## config.mk

```make
export PLATFORM = sky130hd
export DESIGN_NAME = adc_spi_responder
export DESIGN_NICKNAME = d
export VERILOG_FILES = /design/src/rtl/adc_spi_responder.sv
export SDC_FILE = /design/constraint.sdc
export NUM_CORES = 1
export LEC_CHECK = 0
export ABC_AREA = 1
export CAP_MARGIN = 25
export CELL_PAD_IN_SITES_DETAIL_PLACEMENT = 0
export CELL_PAD_IN_SITES_GLOBAL_PLACEMENT = 1
export CORE_MARGIN = 2
export CORE_UTILIZATION = 23
export DETAILED_ROUTE_END_ITERATION = 8
export MAX_ROUTING_LAYER = met4
export PLACE_DENSITY = 0.93
export SLEW_MARGIN = 20
export SYNTH_ARGS = -nofsm -noshare
export SYNTH_HDL_FRONTEND = slang
export SYNTH_SLANG_ARGS = --single-unit
```

## constraint.sdc

```tcl
create_clock -name sys_clk -period 2.2 [get_ports sys_clk]
set_clock_uncertainty 0.1 [all_clocks]
set_input_delay 0.44 -clock sys_clk [delete_from_list [all_inputs] [get_ports sys_clk]]
set_output_delay 0.44 -clock sys_clk [all_outputs]
set_load 0.01 [all_outputs]
```

## src/rtl/adc_spi_responder.sv

```systemverilog
// adc_spi_responder: emulates an 8-channel 12-bit SAR ADC behind an SPI-style
// CONVST/SCK/SDI/SDO interface. All inputs are oversampled in the sys_clk domain.
module adc_spi_responder #(
  parameter int unsigned SYNC_STAGES = 2,
  parameter int unsigned CONV_CYCLES = 64
) (
  input  logic         sys_clk,
  input  logic         reset_n,
  input  logic [255:0] sample_channels,
  input  logic         ADC_CONVST,
  input  logic         ADC_SCK,
  input  logic         ADC_SDI,
  output logic         ADC_SDO,
  output logic         busy,
  output logic [2:0]   active_channel,
  output logic         frame_done,
  output logic         err_early
);

  localparam int unsigned CW = (CONV_CYCLES > 1) ? $clog2(CONV_CYCLES) : 1;
  localparam logic [CW-1:0] CNT_LOAD = CW'(CONV_CYCLES - 1);

  typedef enum logic [1:0] {IDLE, CONVERT, READY, SHIFT} state_e;

  logic [SYNC_STAGES-1:0] convst_sync_q, sck_sync_q, sdi_sync_q;
  logic                   convst_prev_q, sck_prev_q;
  logic                   convst_s, sck_s, sdi_s;
  logic                   conv_rise, conv_fall, sck_rise, sck_fall;

  state_e          state_q, state_d;
  logic [CW-1:0]   cnt_q, cnt_d;
  logic [11:0]     conv_q, conv_d;
  logic [11:0]     shift_q, shift_d;
  logic [3:0]      bit_cnt_q, bit_cnt_d;
  logic [2:0]      cfg_cnt_q, cfg_cnt_d;
  logic [3:0]      cfg_q, cfg_d;     // last four config bits; S/D and SLP never needed
  logic [2:0]      chan_q, chan_d;
  logic            done_q, done_d;
  logic            err_q, err_d;

  logic            sdo_d, busy_d, frame_done_d, err_early_d;

  // Input synchronizers plus one extra stage for edge detection
  always_ff @(posedge sys_clk or negedge reset_n) begin
    if (!reset_n) begin
      convst_sync_q <= '0;
      sck_sync_q    <= '0;
      sdi_sync_q    <= '0;
      convst_prev_q <= 1'b0;
      sck_prev_q    <= 1'b0;
    end else begin
      convst_sync_q <= {convst_sync_q[SYNC_STAGES-2:0], ADC_CONVST};
      sck_sync_q    <= {sck_sync_q[SYNC_STAGES-2:0], ADC_SCK};
      sdi_sync_q    <= {sdi_sync_q[SYNC_STAGES-2:0], ADC_SDI};
      convst_prev_q <= convst_sync_q[SYNC_STAGES-1];
      sck_prev_q    <= sck_sync_q[SYNC_STAGES-1];
    end
  end

  assign convst_s  = convst_sync_q[SYNC_STAGES-1];
  assign sck_s     = sck_sync_q[SYNC_STAGES-1];
  assign sdi_s     = sdi_sync_q[SYNC_STAGES-1];
  assign conv_rise = convst_s & ~convst_prev_q;
  assign conv_fall = ~convst_s & convst_prev_q;
  assign sck_rise  = sck_s & ~sck_prev_q;
  assign sck_fall  = ~sck_s & sck_prev_q;

  // State and datapath registers
  always_ff @(posedge sys_clk or negedge reset_n) begin
    if (!reset_n) begin
      state_q   <= IDLE;
      cnt_q     <= '0;
      conv_q    <= '0;
      shift_q   <= '0;
      bit_cnt_q <= '0;
      cfg_cnt_q <= '0;
      cfg_q     <= '0;
      chan_q    <= '0;
      done_q    <= 1'b0;
      err_q     <= 1'b0;
    end else begin
      state_q   <= state_d;
      cnt_q     <= cnt_d;
      conv_q    <= conv_d;
      shift_q   <= shift_d;
      bit_cnt_q <= bit_cnt_d;
      cfg_cnt_q <= cfg_cnt_d;
      cfg_q     <= cfg_d;
      chan_q    <= chan_d;
      done_q    <= done_d;
      err_q     <= err_d;
    end
  end

  // Next-state logic; a CONVST rise preempts everything else in every state
  always_comb begin
    state_d   = state_q;
    cnt_d     = cnt_q;
    conv_d    = conv_q;
    shift_d   = shift_q;
    bit_cnt_d = bit_cnt_q;
    cfg_cnt_d = cfg_cnt_q;
    cfg_d     = cfg_q;
    chan_d    = chan_q;
    done_d    = 1'b0;
    err_d     = 1'b0;
    if (conv_rise) begin
      conv_d  = sample_channels[{chan_q, 5'b0} +: 12];
      cnt_d   = CNT_LOAD;
      state_d = CONVERT;
    end else begin
      unique case (state_q)
        CONVERT: begin
          if (conv_fall) begin
            // A fall on the final count is a normal completion, not early
            err_d     = (cnt_q != '0);
            shift_d   = conv_q;
            bit_cnt_d = '0;
            cfg_cnt_d = '0;
            state_d   = SHIFT;
          end else if (cnt_q == '0) begin
            state_d = READY;
          end else begin
            cnt_d = cnt_q - 1'b1;
          end
        end
        READY: begin
          if (conv_fall) begin
            shift_d   = conv_q;
            bit_cnt_d = '0;
            cfg_cnt_d = '0;
            state_d   = SHIFT;
          end
        end
        SHIFT: begin
          if (!conv_fall) begin
            if (sck_rise && (cfg_cnt_q < 3'd6)) begin
              cfg_d     = {cfg_q[2:0], sdi_s};
              cfg_cnt_d = cfg_cnt_q + 3'd1;
              // cfg_q now holds O/S, S1, S0, UNI; the 6th bit (SLP) is dropped
              if (cfg_cnt_q == 3'd5) chan_d = {cfg_q[2], cfg_q[1], cfg_q[3]};
            end
            if (sck_fall) begin
              bit_cnt_d = bit_cnt_q + 4'd1;
              if (bit_cnt_q == 4'd11) begin
                done_d  = 1'b1;
                state_d = IDLE;
              end
            end
          end
        end
        default: ;
      endcase
    end
  end

  // Output decode from registered state
  always_comb begin
    sdo_d        = (state_q == SHIFT) ? shift_q[4'd11 - bit_cnt_q] : 1'b0;
    busy_d       = (state_q == CONVERT);
    frame_done_d = done_q;
    err_early_d  = err_q;
  end

  // Output registers
  always_ff @(posedge sys_clk or negedge reset_n) begin
    if (!reset_n) begin
      ADC_SDO    <= 1'b0;
      busy       <= 1'b0;
      frame_done <= 1'b0;
      err_early  <= 1'b0;
    end else begin
      ADC_SDO    <= sdo_d;
      busy       <= busy_d;
      frame_done <= frame_done_d;
      err_early  <= err_early_d;
    end
  end

  assign active_channel = chan_q;

endmodule

```

# Word level (Yosys, flattened, before mapping)
# Cells that the tools add are included.
[word_totals]
register_bits = 60
inputBits = 261
output_inout_bits = 7
word_cells = 97
[op_classes]
add_sub_neg = 4
n_lt_le_gt_ge = 2
eq_ne = 16
n_shift = 1
n_mux = 31
n_bitwise = 10
n_reduce_logical = 14
[op_table]
columns = ["op", "count"]
rows = [
  ["variable part select 256 x 9 -> 12 bit", 1],
  ["two-way mux 6 bit", 4],
  ["AND reduction 5 bit", 3],
  ["two-way mux 2 bit", 7],
  ["two-way mux 4 bit", 3],
  ["!= test 3 bit, second input constant", 4],
  ["two-way mux 1 bit", 10],
  ["!= test 2 bit, second input constant", 5],
  ["two-way mux 3 bit", 3],
  ["one-hot mux 4 bit (2 select lines)", 1],
  ["logical NOT 6 bit", 1],
  ["NOT 1 bit", 6],
  ["one-hot mux 2 bit (3 select lines)", 1],
  ["one-hot mux 3 bit (2 select lines)", 1],
  ["AND reduction 3 bit", 2],
  ["AND reduction 6 bit", 1],
  ["nonzero test 6 bit", 1],
  ["subtractor 6 x 1 -> 6 bit, second input constant", 1],
  ["< comparator 4 x 5 -> 1 bit, second input constant", 1],
  ["adder 4 x 1 -> 4 bit, second input constant", 1],
  ["bitwise AND 1 bit", 4],
  ["binary-select mux 1 bit (select 4 bit)", 1],
  ["equality test 2 bit, second input constant", 2],
  ["equality test 4 bit, second input constant", 1],
  ["12 further kinds", 13],
]

# Depth between registers and ports, before layout
[depth]
word_depth = 6
depth_mapped = 10
mapped_depth_nobuf = 9

# Worst setup path after synthesis
# No wires, ideal clock.
[synth_timing]
kind = "register -> register"
from = "reg convst_sync_q[1]"
to = "reg chan_q[1], in the netlist active_channel[1]"
setup_time_ns = 0.127
arrival_time_ns = 1.296
required_ns = 1.973
setup_slack_ns = 0.677
path_stages_with_launch = 8
path_buffers = 0
synth_period_minus_slack_ns = 1.523
path_cell_list = "dfrtp_1 > inv_1 > ha_1 > inv_1 > nor3_4 > nand2_2 > nor2_1 > a21oi_1"
[synth_between]
elab_chain_cells = 4
elab_cells_between_ends = 6
classes_between = "bitwise: 5; reduce/logical: 1"
[synth_lines]
columns = ["element", "line_no", "rtl"]
rows = [
  ["from (decl)", "25", "logic [SYNC_STAGES-1:0] convst_sync_q, sck_sync_q, sdi_sync_q;"],
  ["from (signal assigned)", "52", "convst_sync_q <= {convst_sync_q[SYNC_STAGES-2:0], ADC_CONVST};"],
  ["NOT 1 bit", "64", "assign conv_fall = ~convst_s & convst_prev_q;"],
  ["bitwise AND 1 bit", "64", ""],
  ["NOT 1 bit (no source line)", "n/a", ""],
  ["AND reduction 5 bit (no source line) (*)", "n/a", ""],
  ["to (signal assigned)", "89", "chan_q <= chan_d;"],
  ["to (decl)", "37", "logic [2:0] chan_q, chan_d;"],
]
# Every way passes the cells marked *; elsewhere a longest branch is shown, timed or not.
# A chain may end at the register's enable or synchronous reset.

# Final worst setup path
[layout_timing]
from = "reg chan_q[2], in the netlist active_channel[2]"
to = "out active_channel[2]"
[layout_lines]
columns = ["element", "line_no", "rtl"]
rows = [
  ["to (decl)", "15", "output logic [2:0] active_channel,"],
]
# No word-level cell between the ends.

==> metrics <==
outcome=finished clean; share of flip-flops with an asynchronous set or reset after synthesis=1.00; commonest non-fill, non-tap cells in the layout=106 x sky130_fd_sc_hd__nand2_1, 106 x sky130_fd_sc_hd__clkdlybuf4s50_1, 88 x sky130_fd_sc_hd__inv_1; post-synthesis instance area=0.00375 mm^2; count of final hold-check violations=0; CP peak stage delay=0.58 ns; number of nets in the synthesized netlist=779; Pins Over Slew Limit=0; row cnt=46; wire length of the first global-routing pass=16400 um; Via Count=3515; CTS Hold Bufs=0; worst hold-check slack=0.0132 ns; maximum number of pins on one net before global-route repair=49; GRT Util Overall=0.122; Clk pin slew, worst setup/hold paths=0.06 ns; number of setup violations in the final report=0; critical path required time=1.66 ns; number of antenna violations at the first check in global routing=2; register area share after synthesis=0.401; die area=0.0173 mm^2; Critical-path top delay cell=sky130_fd_sc_hd__clkdlybuf4s50_1; library cell occupying the most area in the post-synthesis netlist=sky130_fd_sc_hd__dfrtp_1; Vert. Die Dim=132 um; Detail Placement HPWL=7900 um; final RePlAce weighted congestion=0.823; cell family contributing the most delay on the critical path=buffers and inverters; Clk Tree Root Cell=sky130_fd_sc_hd__clkbuf_16; Post-Syn Instances=505; latest clock arrival within the worst-skew pair=0.33 ns; quantity of I/O buffers inserted on ports=107; Pre-Repair DR Iteration Count=4; DR DRC count=0; Slew @ Worst Pin=0.574 ns; worst setup slack after placement=0.348 ns; number of H-tree branching levels=3; crit start category=register; vias in the first global route=3327; overflow left after global routing=0; number of sinks on the clock net=60; unrepaired setup endpoints after global routing=no; Final Cycle Share=0.859; count of buffering cells on the critical path with inverters included=1; Worst Setup Path Type=reg2out; per-cell via count in the routed design=4.22; arrival time of data at the critical path endpoint=1.35 ns; final critical-path setup slack=0.310 ns; reg-to-reg endpoint=shift_q[9]$_DFFE_PN0P_; # Post-CTS Setup Buffers=0; minimum period implied by the final worst setup slack=1.89 ns; Final Net Count=882; Max FO, Critical Path=6; starting density of the core=0.236; number of enable-type register cells in the synthesized netlist=0; hold crit path type=in2async; number of CTS-inserted buffers=9; timing-limited maximum frequency=529 MHz; Max transition margin=0.617; Post-Route Utilization=0.339; Worst Setup End Kind=output pin; per-cell routed wire length=12.2 um; standby leakage power=2.42 nW; flops & latches, synth=60; maximum buffer depth of the clock tree=2; core outline area=0.0159 mm^2; DR iter-0 viols=185; launching element of the worst setup path=active_channel[2]$_DFFE_PN0P_; logic depth of the worst register-to-register path=7; setup_tns=0 ns; area growth from synthesis to layout=43.5%; count of unique library cells instantiated by Yosys=29; number of gates given a new drive strength after cts=0; Post-DRT Antenna Nets=0; I/O pin count=268; reg-to-reg critical path startpoint=state_q[0]$_DFFE_PN0P_; fraction of layout instances using a drive strength above 1=0.0865; top cells by area, synth=sky130_fd_sc_hd__dfrtp_1 40%, sky130_fd_sc_hd__nand2_1 11%, sky130_fd_sc_hd__inv_1 8.8%, sky130_fd_sc_hd__nand3_1 7.5%, sky130_fd_sc_hd__o211ai_1 5.0%; post-synth top area share=0.401; Synthesis Warnings=0; crit path cell chain=clkdlybuf4s50_1; final WL=10100 um; clock tree from TritonCTS=built; setup slack of the worst register-to-register path=0.41 ns; mean instance size in the synthesized netlist=7.42 um^2; Max IR drop VDD=0.000375 V; Chip Width=132 um; max-cap violations=0; primary flip-flop cell chosen by synthesis mapping=sky130_fd_sc_hd__dfrtp_1; Power per Cell Area=823 mW/mm^2
-- metrics by stage --
step                      total power [mW]  cell area [um^2]  cells
after floorplan                       2.36              3750    505
after CTS                             4.49              5370    829
after detailed placement              2.83              5020    813
final                                 4.43              5380    832
after global routing                  4.76              5380    831
after global placement                2.78              5020    813
-- power breakdown --
group	total (mW)	switching [mW]	internal, mW
clock network	1.62	0.508	1.11
registers	1.56	0.180	1.38
logic	1.24	0.688	0.554
-- worst max-delay path by stage --
stage	endpoint	slack, ns	depth (start not counted)
after detailed placement	shift_q[6]$_DFFE_PN0P_	0.35	6
after floorplan	active_channel[1]$_DFFE_PN0P_	0.68	7
after global placement	shift_q[11]$_DFFE_PN0P_	0.43	7
after CTS	active_channel[2]	0.29	1
final	active_channel[2]	0.31	1
after global routing	shift_q[9]$_DFFE_PN0P_	0.18	7
-- registers in the layout (all words and copies together), names as in the netlist --
signal,cells
done_q,1
shift_q,12
err_early,1
bit_cnt_q,4
convst_prev_q,1
frame_done,1
busy,1
conv_q,12
state_q,2
active_channel,3
err_early_d,1
cnt_q,6
cfg_cnt_q,3
convst_sync_q,2
sck_sync_q,2
sdi_sync_q,2
cfg_q,4
sck_prev_q,1
ADC_SDO,1
-- cells by family after synthesis --
group	synth area share
and+or+nand+nor	0.233
buffers and inverters	0.134
adders and majority gates	0.0434
DFF	0.401
xor gates and xnor gates	0.00234
muxes	0.00300
AOI/OAI and AO/OA	0.183
-- synthesized netlist by cell type (4+ instances only) --
cell type                  number
sky130_fd_sc_hd__inv_1         88
sky130_fd_sc_hd__nor2_1        24
sky130_fd_sc_hd__inv_2          4
sky130_fd_sc_hd__dfrtp_1       60
sky130_fd_sc_hd__o21ai_2        4
sky130_fd_sc_hd__nand2_1      106
sky130_fd_sc_hd__a21oi_1       27
sky130_fd_sc_hd__o21ai_0       35
sky130_fd_sc_hd__nand3_1       56
sky130_fd_sc_hd__buf_6          5
sky130_fd_sc_hd__o211ai_2       6
sky130_fd_sc_hd__nand4_1        4
sky130_fd_sc_hd__ha_1          13
sky130_fd_sc_hd__o21ai_1       14
sky130_fd_sc_hd__clkbuf_1       5
sky130_fd_sc_hd__buf_2         15
sky130_fd_sc_hd__o211ai_1      25
-- worst reg2reg max path, cell delays in order, from the launching register on --
cell	delay [ns]
sky130_fd_sc_hd__dfrtp_1	0.41
sky130_fd_sc_hd__inv_1	0.06
sky130_fd_sc_hd__ha_1	0.34
sky130_fd_sc_hd__nor2_1	0.11
sky130_fd_sc_hd__nand2_1	0.25
sky130_fd_sc_hd__buf_4	0.28
sky130_fd_sc_hd__nand2_1	0.05
sky130_fd_sc_hd__o21ai_0	0.08
-- metal layers --
metal	part of all wire	track usage	up-vias	wire [um]
met3	0.080	0.0475	4	812
met1	0.48	0.165	1572	4860
li1	-	-	1844	-
met4	0.0064	0.0290	0	65
met2	0.43	0.172	95	4380
met5	0	-	-	0
-- layout make-up --
class / count / area, um^2
flip-flops and latches: 60 / 1500
multi-input cells: 327 / 1740
inverters: 92 / 345
fillers: 1727 / 10500
well taps: 216 / 270
clock inverters: 7 / 124
diodes: 3 / 7.51
repair buffers: 118 / 1160
clock buffers: 9 / 225
Note: power is estimated with default switching activity, not from simulation.
